<file path="src/rtl/xor_end_stage.sv">
// Ascon permutation post-processing stage: applies key/domain-separation XORs
// at phase boundaries, tracks the AEAD phase, counts blocks and emits the tag.
package ascon_pack;
    // Five 64-bit lanes; index gi holds x<gi>.
    typedef logic [4:0][63:0] type_state;

    localparam logic [2:0] OP_PASS      = 3'b000;
    localparam logic [2:0] OP_INIT_END  = 3'b001;
    localparam logic [2:0] OP_AD_END    = 3'b010;
    localparam logic [2:0] OP_TEXT_END  = 3'b011;
    localparam logic [2:0] OP_FINAL_END = 3'b100;
endpackage

module xor_end_stage
    import ascon_pack::*;
#(
    parameter int KEY_W = 128,
    parameter int CNT_W = 16
) (
    input  logic             clock_i,
    input  logic             resetb_i,
    input  type_state        state_i,
    input  logic [KEY_W-1:0] key_i,
    input  logic [2:0]       op_i,
    input  logic             last_i,
    input  logic             valid_i,
    output logic             ready_o,
    output type_state        state_o,
    output logic             valid_o,
    input  logic             ready_i,
    output logic [127:0]     tag_o,
    output logic             tag_valid_o,
    output logic             err_o,
    output logic [CNT_W-1:0] blk_cnt_o
);

    typedef enum logic [1:0] {
        PH_IDLE = 2'd0,
        PH_AD   = 2'd1,
        PH_TEXT = 2'd2
    } phase_t;

    phase_t           phase_reg;
    phase_t           phase_next;
    type_state        state_reg;
    logic             valid_reg;
    logic [127:0]     tag_reg;
    logic             tag_valid_reg;
    logic             err_reg;
    logic [CNT_W-1:0] cnt_reg;
    logic [CNT_W-1:0] cnt_next;

    logic             accept;
    logic             legal;
    logic             do_init;
    logic             do_final;
    logic             do_dsep;
    logic             cnt_clr;
    logic             cnt_inc;

    logic [63:0]      key_hi;
    logic [63:0]      key_lo;
    logic [63:0]      key_x2;
    logic [63:0]      key_fin;
    type_state        init_mask;
    type_state        fin_mask;
    type_state        lane_mask;
    type_state        state_next;

    // ------------------------------------------------------------------
    // Key slicing; only the two Ascon key sizes are supported.
    // ------------------------------------------------------------------
    assign key_hi = key_i[127:64];
    assign key_lo = key_i[63:0];

    generate
        if (KEY_W == 160) begin : g_key160
            assign key_x2  = {32'h0, key_i[159:128]};
            assign key_fin = key_i[KEY_W-97:KEY_W-160];
        end else if (KEY_W == 128) begin : g_key128
            assign key_x2  = 64'h0;
            assign key_fin = key_i[127:64];
        end else begin : g_key_bad
            $error("xor_end_stage: KEY_W must be 128 or 160");
            assign key_x2  = 64'h0;
            assign key_fin = 64'h0;
        end
    endgenerate

    assign init_mask = {key_lo, key_hi, key_x2, 64'h0, 64'h0};
    assign fin_mask  = {key_lo, key_fin, 64'h0, 64'h0, 64'h0};

    // ------------------------------------------------------------------
    // Handshake
    // ------------------------------------------------------------------
    assign ready_o = ~valid_reg | ready_i;
    assign accept  = valid_i & ready_o;

    // ------------------------------------------------------------------
    // Op decode against the current phase. Anything not legal leaves every
    // side effect off, so the state passes straight through.
    // ------------------------------------------------------------------
    always_comb begin
        legal      = 1'b0;
        do_init    = 1'b0;
        do_final   = 1'b0;
        do_dsep    = 1'b0;
        cnt_clr    = 1'b0;
        cnt_inc    = 1'b0;
        phase_next = phase_reg;
        case (op_i)
            OP_PASS: begin
                legal = 1'b1;
            end
            OP_INIT_END: begin
                legal      = 1'b1;
                do_init    = 1'b1;
                do_dsep    = last_i;
                cnt_clr    = 1'b1;
                phase_next = last_i ? PH_TEXT : PH_AD;
            end
            OP_AD_END: begin
                if (phase_reg == PH_AD) begin
                    legal   = 1'b1;
                    do_dsep = last_i;
                    cnt_inc = 1'b1;
                    if (last_i) begin
                        phase_next = PH_TEXT;
                    end
                end
            end
            OP_TEXT_END: begin
                if (phase_reg == PH_TEXT) begin
                    legal   = 1'b1;
                    cnt_inc = 1'b1;
                end
            end
            OP_FINAL_END: begin
                if (phase_reg == PH_TEXT) begin
                    legal      = 1'b1;
                    do_final   = 1'b1;
                    phase_next = PH_IDLE;
                end
            end
            default: begin
                legal = 1'b0;
            end
        endcase
    end

    // ------------------------------------------------------------------
    // Per-lane XOR datapath
    // ------------------------------------------------------------------
    genvar gi;
    generate
        for (gi = 0; gi < 5; gi++) begin : g_lane
            logic [63:0] dsep_bit;
            assign dsep_bit = (gi == 4 && do_dsep) ? 64'h1 : 64'h0;
            assign lane_mask[gi] = (do_init  ? init_mask[gi] : 64'h0)
                                 ^ (do_final ? fin_mask[gi]  : 64'h0)
                                 ^ dsep_bit;
            assign state_next[gi] = state_i[gi] ^ lane_mask[gi];
        end
    endgenerate

    // Saturating block counter
    always_comb begin
        cnt_next = cnt_reg;
        if (cnt_clr) begin
            cnt_next = '0;
        end else if (cnt_inc && (cnt_reg != {CNT_W{1'b1}})) begin
            cnt_next = cnt_reg + 1'b1;
        end
    end

    // ------------------------------------------------------------------
    // Output register and phase FSM
    // ------------------------------------------------------------------
    always_ff @(posedge clock_i or negedge resetb_i) begin
        if (!resetb_i) begin
            phase_reg     <= PH_IDLE;
            state_reg     <= '0;
            valid_reg     <= 1'b0;
            tag_reg       <= '0;
            tag_valid_reg <= 1'b0;
            err_reg       <= 1'b0;
            cnt_reg       <= '0;
        end else if (accept) begin
            phase_reg     <= phase_next;
            state_reg     <= state_next;
            valid_reg     <= 1'b1;
            tag_valid_reg <= do_final;
            err_reg       <= ~legal;
            cnt_reg       <= cnt_next;
            if (do_final) begin
                tag_reg <= {state_next[3], state_next[4]};
            end
        end else if (ready_i) begin
            // Beat consumed with nothing behind it: drop qualifiers, keep data.
            valid_reg     <= 1'b0;
            tag_valid_reg <= 1'b0;
            err_reg       <= 1'b0;
        end
    end

    assign state_o     = state_reg;
    assign valid_o     = valid_reg;
    assign tag_o       = tag_reg;
    assign tag_valid_o = tag_valid_reg;
    assign err_o       = err_reg;
    assign blk_cnt_o   = cnt_reg;

endmodule

</file>
<file path="config.mk">
export PLATFORM = sky130hd
export DESIGN_NAME = xor_end_stage
export DESIGN_NICKNAME = d
export VERILOG_FILES = /design/src/rtl/xor_end_stage.sv
export SDC_FILE = /design/constraint.sdc
export NUM_CORES = 1
export LEC_CHECK = 0
export BUFFER_PORTS_ARGS = -buffer_cell sky130_fd_sc_hd__buf_2
export CAP_MARGIN = 20
export CORE_AREA = 2 2 364 366
export CTS_CLUSTER_SIZE = 24
export DETAILED_ROUTE_END_ITERATION = 7
export DIE_AREA = 0 0 366 368
export PLACE_DENSITY = 0.34
export SKIP_CTS_REPAIR_TIMING = 1
export SLEW_MARGIN = 5
export SYNTH_ARGS = -nofsm -noshare
export SYNTH_HDL_FRONTEND = slang
export SYNTH_SLANG_ARGS = --single-unit
export TNS_END_PERCENT = 100
</file>
<file path="constraint.sdc">
create_clock -name clock_i -period 1.8 [get_ports clock_i]
set_input_delay 0.27 -clock clock_i [delete_from_list [all_inputs] [get_ports clock_i]]
set_output_delay 0.27 -clock clock_i [all_outputs]
set_load 0.01 [all_outputs]
</file>
Word level (Yosys, flattened, before mapping)
Index checks and enable logic that the tools add are counted.
{ "totals": {"wordCells": 65, "latchBits": 0, "n_memories": 0, "register_bits": 469, "ram_bits": 0, "inputBits": 456, "output_inout_bits": 468, "rom_bits": 0} }
{ "classes": {"shift": 0, "n_addsub": 1, "n_eq_ne": 10, "multipliers": 0, "bitwise": 9, "div": 0, "n_reduce_logical": 10, "magnitude_cmp": 0, "mux": 24} }
{ "op_table": {"columns": ["operator", "n"], "rows": [
  ["$mux W64", 4],
  ["$xor A64 B64 Y64", 4],
  ["$xor A64 B1 Y64", 1],
  ["$mux W16", 2],
  ["$add A16 B1 Y16 const B", 1],
  ["$ne A16 B16 Y1 const B", 1],
  ["$mux W1", 10],
  ["$mux W2", 4],
  ["$eq A3 B2 Y1 const B", 2],
  ["$ne A2 B2 Y1 const B", 3],
  ["$pmux W2 S3", 1],
  ["$reduce_and A5 Y1", 1],
  ["$pmux W1 S2", 2],
  ["$reduce_and A2 Y1", 2],
  ["$reduce_bool A2 Y1", 2],
  ["$reduce_or A2 Y1", 2],
  ["$eq A3 B1 Y1 const B", 1],
  ["$eq A3 B3 Y1 const B", 1],
  ["$logic_not A3 Y1", 1],
  ["$pmux W1 S3", 1],
  ["$reduce_bool A3 Y1", 1],
  ["$eq A2 B1 Y1 const B", 1],
  ["$eq A2 B2 Y1 const B", 1],
  ["$not A1 Y1", 2],
  ["other kinds (3)", 3]
]} }

Longest topological paths before layout
Gate-level depths: netlist of run 1.
{ "logic_depth": {"word_depth": 7, "mapped_depth": 8, "depth_no_buf": 7} }

Worst setup path before layout of run 1
No wires, ideal clock.
{ "synth_timing": {"path_kind": "reg-to-reg", "start": "reg valid_reg, in the netlist valid_o", "end": "reg tag_reg[27], in the netlist tag_o[27]", "path_slack_ns": 0.003, "path_stages_with_launch": 9, "n_path_buf": 3, "t_required_ns": 1.670, "synth_period_minus_slack_ns": 1.797, "setup_ns": 0.130, "t_arrival_ns": 1.667, "path_cell_list": "dfrtp_1 -> nand2b_1 -> nand2_2 -> or3_1 -> clkbuf_1 -> clkbuf_1 -> clkbuf_1 -> nand2_1 -> o21ai_1"} }
{ "synth_via": {"elab_chain_len": 4} }
{ "synth_lines": {"columns": ["element", "line", "text"], "rows": [
  ["from (decl)", "46", "logic valid_reg;"],
  ["from (signal assigned)", "183", "valid_reg <= 1'b0;"],
  ["from (signal assigned)", "191", "valid_reg <= 1'b1;"],
  ["from (signal assigned)", "200", "valid_reg <= 1'b0;"],
  ["$not A1 Y1", "96", "assign ready_o = ~valid_reg | ready_i;"],
  ["$or A1 B1 Y1", "96", null],
  ["net ready_o", "27", "output logic ready_o,"],
  ["$and A1 B1 Y1", "97", "assign accept = valid_i & ready_o;"],
  ["$reduce_and A2 Y1 (no line)", null, null],
  ["to (signal assigned)", "196", "tag_reg <= {state_next[3], state_next[4]};"],
  ["to (decl)", "47", "logic [127:0] tag_reg;"]
]} }
The timed path passes the listed nets, and every way through them passes these cells.
A chain may end at the register's enable or synchronous reset.

Final worst setup path of run 1
{ "layout_timing": {"start": "reg phase_reg[0]", "end": "reg state_reg (netlist bit state_o[299])"} }
{ "layout_via": {"elab_chain_len": 7} }
{ "layout_lines": {"columns": ["element", "line", "text"], "rows": [
  ["from (decl)", "43", "phase_t phase_reg;"],
  ["from (signal assigned)", "189", "phase_reg <= phase_next;"],
  ["$eq A2 B2 Y1", "139", "if (phase_reg == PH_TEXT) begin"],
  ["$mux W1", "139", null],
  ["$mux W1", "111", "case (op_i)"],
  ["$mux W64", "160", "^ (do_final ? fin_mask[gi] : 64'h0)"],
  ["$xor A64 B64 Y64", "160", null],
  ["$xor A64 B1 Y64", "161", "^ dsep_bit;"],
  ["$xor A64 B64 Y64", "162", "assign state_next[gi] = state_i[gi] ^ lane_mask[gi];"],
  ["to (signal assigned)", "190", "state_reg <= state_next;"],
  ["to (decl)", "45", "type_state state_reg;"]
]} }
Every way passes these cells.

==> impl_metrics.csv, run 1 <==
group,metric,value,unit
cells_and_area,mostFrequentLayoutCells,"buf_2, dfrtp_1, nand2_1, dlygate4sd3_1, o21ai_1",
critical_path,reg2regPathDepth,9,
critical_path,startpoint_type,"register",
timing,relSlewSlack,0.7148,
logic_synthesis,synth_edf_count,0,
cells_and_area,num-fill-cells,14115,
placed_design,placed_cell_area,26480,um2
drt,routed-wl-met2,43200,um
timing,setup-violations-final,108,
cells_and_area,fin_cells,4815,
pwr,ir_worst_vdd,0.6967,mV
run_status,outcome,"finished with violations",
critical_path,cp_cell_sequence,"nor2b_2, nand3_2, a21oi_4, buf_12, buf_16, buf_8, nand2_2, xor2_4, o21ai_1",
logic_synthesis,ys_types,37,
critical_path,path_class,"register to register",
timing,hold_violations,0,
pwr,seq_power_share,0.389,
logic_synthesis,synth_nets,2097,
logic_synthesis,synth.largest_area_cell,"dfrtp_1",
cts,clockBufferDepth,3,
timing,grt_setup_unrepaired,"yes",
global_routing,antenna_found_initial,9,
floorplanning,start_util,0.1442,
timing,maxClockFrequency,535.0,MHz
run_status,violations,"negative setup slack",
critical_path,cp_top_family,"buffers and inverters",
drt,drt-initial-drc-count,551,
global_routing,grt_pass1_wl,116800,um
critical_path,cp_num_cells,9,
cells_and_area,final_common_cell,"buf_2",
logic_synthesis,postSynthCellCount,1640,
cts,worstSkewPairLatency,0.66,ns
drt,finalWirelength,86270,um
cells_and_area,postLayoutCellArea,33760,um2
timing,fin_crit,1.869,ns
logic_synthesis,synth_area_leaders,"dfrtp_1, mux2_2, nand2_1, xor2_1, o21ai_1",
timing,finalMaxSlewViolations,0,
cts,cts_buffers,59,
pwr,pwr-share-comb,0.247,
flow_run,maxCapViolations,0,
logic_synthesis,synth_top_area_share,0.6222,
logic_synthesis,netlist_area,18860,um2
global_routing,grt_max_degree,78,
global_routing,grt_pass1_vias,16165,
logic_synthesis,yosysSeqAreaShare,0.6222,
cells_and_area,ff_latch_area,11740,um2
drt,wl_met3,5569,um
logic_synthesis,async_flop_share,1.000,
pwr,p_int,24.04,mW
drt,via_per_inst,3.518,
cells_and_area,layout-drive-gt1-share,0.5013,
critical_path,cp_slowest_stage_delay,0.38,ns
floorplanning,dieArea,134700,um2
cts,htreeDepth,2,
drt,vias,16939,
drt,avgRoutedWirePerCell,17.92,um
critical_path,worst_ep_required_time,2.32,ns
placed_design,hpwlAfterDp,65080,um
cells_and_area,syn_to_final_growth,79.00,%
floorplanning,die_y,368,um
cts,cts_root_buf,"clkbuf_16",
pwr,power_density,1038,nW/um2
logic_synthesis,yosys_warnings,0,
floorplanning,dieWidth,366,um
floorplanning,core-area,130800,um2
drt,first_pass_iters,4,
drt,highest_layer,"met5",
cells_and_area,largest_reg_flops,320,
logic_synthesis,ys_ff_latch,469,
timing,fin_crit_sh,1.038,
pwr,p_leak,15.89,nW
cts,clkSlewWorstSetupHoldPaths,0.06,ns
timing,fin_skew,0.02001,ns
placed_design,dp.cells,4342,
cells_and_area,fin_util,0.2581,
drt,drt-met1-wl,36080,um
floorplanning,ios,924,
logic_synthesis,synth-main-ff-cell,"dfrtp_1",
global_routing,grt_overflow_total,0,
cts,cts.sinks,469,
pwr,switching_power,11.01,mW
critical_path,timing.critical_path.buf_inv,3,
drt,drcViolationCount,0,
cts,cts_tree,"yes",
critical_path,worstSetupEndpointType,"register",
min_path,hp-class,"input port to register",
min_path,hold-path-cell-count,4,
cells_and_area,layout.nets,3458,
global_routing,grt_usage,0.1169,
cells_and_area,multi_input_area,8097,um2
pwr,power.share.clock,0.364,
critical_path,crit_arrival,2.39,ns
critical_path,cp_max_fo,7,
floorplanning,rows,133,
timing,tightest_slew,0.4277,ns
pwr,swShare,0.3142,
logic_synthesis,syn_avg_cell_area,11.50,um2
timing,finalWorstSetupSlack,-0.06922,ns
placed_design,port_buffers,923,
placed_design,gp_congestion,0.7518,
drt,ant_nets,0,
critical_path,critical_path.slowest_cell,"dfrtp_1",
[power by group through the flow]
stage / logic (mW) / clock network, mW / registers (mW)
final: 8.67 / 12.8 / 13.6
after global routing: 9.46 / 13.7 / 13.9
after CTS: 7.82 / 13.3 / 13.7
after detailed placement: 7.82 / 0 / 13.8
after global placement: 7.81 / 0 / 13.8
after floorplan: 2.19 / 0 / 14.6
[logic make-up (layout without fill, tap and decap cells)]
family / count (synthesis) / in the layout / synth area share
flops: 469 / 469 / 0.6222
simple gates: 459 / 459 / 0.09764
compound gates: 275 / 275 / 0.07443
mux: 193 / 193 / 0.1152
xor+xnor: 142 / 142 / 0.06594
buf+inv: 101 / 1513 / 0.02388
fa+ha+maj: 1 / 1 / 0.0006632
other cells: 0 / 8 / 0
[path summary, 6_finish.rpt]
check | startpoint | endpoint | slack [ns]
setup / recovery | phase_reg[0] | state_o[299] | -0.07
hold / removal | key_i[123] | state_o[251] | 0.01
setup reg to reg | phase_reg[0] | state_o[299] | -0.07
hold reg to reg | tag_o[121] | tag_o[121] | 0.48
max in group asynchronous | resetb_i | tag_o[67] | 0.87
min in group asynchronous | resetb_i | state_o[0] | 0.19
[final cells by class]
cell class / count / share of cell area
inverter: 3 / 0.0003335
timing repair buffer: 1398 / 0.2847
clock inverter: 25 / 0.009487
multi-input combinational: 1070 / 0.2398
tap: 1755 / 0.06504
clock buffer: 87 / 0.05247
antenna: 8 / 0.0005929
sequential: 469 / 0.3476
[synth_stat cells, types with 2 or more instances]
cell / n
nand2b_1: 4
nor2b_1: 2
nand2_1: 395
dfrtp_1: 469
inv_1: 3
nand3_2: 2
buf_2: 54
o21ai_1: 213
nand4b_1: 2
or3_1: 2
buf_1: 7
nor2_1: 22
nand4_1: 4
a21oi_1: 6
mux2_2: 193
clkbuf_1: 36
o21ai_0: 50
xor2_1: 141
nand3_1: 13
and3_1: 4
nand3b_1: 2
[per-stage QoR]
stage	setup slack [ns]	hold WS (ns)	setup TNS, ns	total power, mW
final	-0.06922	0.01282	-2.688	35.05
after detailed placement	-0.2417	0.1908	-25.23	21.64
after CTS	-0.2750	-0.5422	-29.19	34.78
after floorplan	0.002934	-0.02559	0	16.76
after global placement	-0.2460	0.1889	-22.11	21.64
after global routing	-0.2061	0.001859	-27.59	37.08
[worst register-to-register path, cell delays in order, from the launching register on]
cell and delay, ns:
dfrtp_1 0.38, nor2b_2 0.15, nand3_2 0.11, a21oi_4 0.16, buf_12 0.16, buf_16 0.18
buf_8 0.18, nand2_2 0.10, xor2_4 0.23, o21ai_1 0.08
[metal layers]
layer,global-route usage,vias up
li1,-,8141
met1,0.1404,8153
met2,0.2014,548
met3,0.04099,91
met4,0.02255,6
met5,0,-
Note: power is estimated with default switching activity, not from simulation.
==> run 2: changes to the inputs <==
Settings changed: CTS_CLUSTER_SIZE 24 to 12, RECOVER_POWER from default to 25.
==> run 2 against run 1 <==
The flow still finishes with violations (negative setup slack). Clock skew is 0.0049 ns higher. Power is 0.65% lower. Combinational power grew 0.6%. Sequential share of layout area is 0.053 points lower. Critical endpoint is now state_o[226].
==> impl_metrics.csv, run 2 (synthesized netlist as in run 1, its figures left out) <==
group,metric,value,unit
floorplanning,start_util,0.1442,
critical_path,crit_start,"phase_reg[0]",
cts,cts_buffers,58,
drt,via_per_inst,3.524,
critical_path,path_class,"register to register",
placed_design,hpwlAfterDp,65080,um
pwr,seq_power_share,0.391,
timing,setup-violations-final,133,
cts,worstSkewPairLatency,0.65,ns
floorplanning,dieWidth,366,um
cts,htreeDepth,2,
drt,finalWirelength,86820,um
floorplanning,die_y,368,um
cells_and_area,layout.nets,3454,
drt,first_pass_iters,4,
cells_and_area,fin_cells,4808,
global_routing,grt_pass1_wl,116800,um
timing,finalMaxSlewViolations,0,
floorplanning,dieArea,134700,um2
cells_and_area,syn_to_final_growth,79.28,%
timing,fin_skew,0.02493,ns
timing,finalWorstSetupSlack,-0.08724,ns
critical_path,crit_arrival,2.39,ns
global_routing,antenna_found_initial,10,
min_path,hold-path-cell-count,4,
min_path,hold_end,"state_o[199]",
timing,hold_violations,0,
placed_design,post-place-ws,-0.2417,ns
drt,ant_nets,0,
critical_path,cp_max_fo,7,
timing,fin_crit,1.887,ns
global_routing,grt_pass1_vias,16135,
pwr,fin_total_pwr,34.82,mW
critical_path,reg2reg_from,"phase_reg[0]",
timing,maxClockFrequency,529.9,MHz
cells_and_area,layout-drive-gt1-share,0.5092,
critical_path,reg2regPathDepth,9,
critical_path,worstSetupEndpointType,"register",
critical_path,regToRegSetupSlack,-0.09,ns
pwr,pwr-share-comb,0.250,
critical_path,worst_ep_required_time,2.31,ns
drt,avgRoutedWirePerCell,18.06,um
global_routing,grt_usage,0.1170,
pwr,ir_worst_vdd,0.6971,mV
pwr,switching_power,10.97,mW
placed_design,dp.cells,4342,
critical_path,r2r-end,"state_o[226]",
drt,vias,16944,
pwr,power_density,1030,nW/um2
drt,drcViolationCount,0,
timing,grt_setup_unrepaired,"yes",
cts,cts_root_buf,"clkbuf_16",
cells_and_area,largest_reg_flops,320,
floorplanning,core-area,130800,um2
placed_design,port_buffers,923,
run_status,violations,"negative setup slack",
cells_and_area,mostFrequentLayoutCells,"buf_2, dfrtp_1, nand2_1, dlygate4sd3_1, o21ai_1",
cts,clockBufferDepth,3,
timing,tightest_slew,1.161,ns
timing,relSlewSlack,0.2260,
drt,drt-initial-drc-count,562,
cts,cts_tree,"yes",
pwr,power.share.clock,0.358,
pwr,p_int,23.86,mW
floorplanning,rows,133,
cts,clkSlewWorstSetupHoldPaths,0.06,ns
cells_and_area,final_common_cell,"buf_2",
flow_run,maxCapViolations,0,
pwr,swShare,0.3149,
timing,fin_crit_sh,1.048,
pwr,p_leak,15.88,nW
floorplanning,ios,924,
global_routing,grt_overflow_total,0,
global_routing,grt_max_degree,78,
cells_and_area,num-fill-cells,14122,
cts,cts.sinks,469,
critical_path,startpoint_type,"register",
min_path,hp-class,"input port to register",
placed_design,gp_congestion,0.7518,
min_path,hp-start,"key_i[71]",
run_status,outcome,"finished with violations",
run 2: cell count changes in the layout (fill, tap and decap cells not counted), sizes merged:
| cell | delta |
|---|---|
| dlygate4sd3 | -10 |
| clkbuf | +21 |
| clkinv | -3 |
| diode | -1 |
| inv | +1 |
| buf | -13 |
| clkinvlp | -1 |
| bufinv | -1 |
run 2: routing by layer:
metal	up-vias	routed length (um)	global-route usage	share of wire
met2	554	43690	0.2016	0.50
met1	8168	35940	0.1406	0.41
met5	-	54	0	0.00062
met4	10	1412	0.02295	0.016
met3	94	5717	0.04051	0.066
li1	8118	-	-	-
run 2: final cells by class:
type | count | area, um2 | area share
inverter | 3 | 11.26 | 0.0003330
clock buffer | 88 | 1774 | 0.05247
clock inverter | 21 | 254.0 | 0.007511
timing repair buffer | 1395 | 9494 | 0.2808
sequential | 469 | 11740 | 0.3471
antenna | 7 | 17.52 | 0.0005180
tap | 1755 | 2196 | 0.06494
multi-input combinational | 1070 | 8332 | 0.2464
run 2: power groups by stage:
stage	clock network, mW	logic (mW)	registers (mW)
CTS	13.0	7.82	13.7
finish	12.5	8.72	13.6
global placement	0	7.81	13.8
detailed placement	0	7.82	13.8
global route	13.4	9.52	13.9
floorplan	0	2.19	14.6
run 2: how the worst max path moves through the flow:
| stage | end |
|---|---|
| 3_3_place_gp | tag_o[64] |
| 5_1_grt | tag_o[26] |
| 6_report | state_o[226] |
| 4_1_cts | tag_o[43] |
| 3_5_place_dp | tag_o[43] |
| 2_1_floorplan | tag_o[27] |
run 2: stage by stage:
stage | area, um2 | hold WS [ns] | utilization | TNS, ns
2_1_floorplan | 18860 | -0.02559 | - | 0
3_3_place_gp | 26480 | 0.1889 | 0.2025 | -22.11
3_5_place_dp | 26480 | 0.1908 | 0.2025 | -25.23
4_1_cts | 28510 | -0.5326 | 0.2180 | -29.84
5_1_grt | 33810 | -0.001611 | 0.2585 | -28.11
6_report | 33810 | 0.01736 | 0.2585 | -3.758
run 2: critical path, cell delays in order (launching register included):
cell and delay, ns:
dfrtp_1 0.39, nor2b_2 0.15, nand3_2 0.11, a21oi_4 0.16, buf_12 0.16, buf_16 0.18
buf_8 0.14, nand2_1 0.12, xor2_4 0.24, o21ai_1 0.08
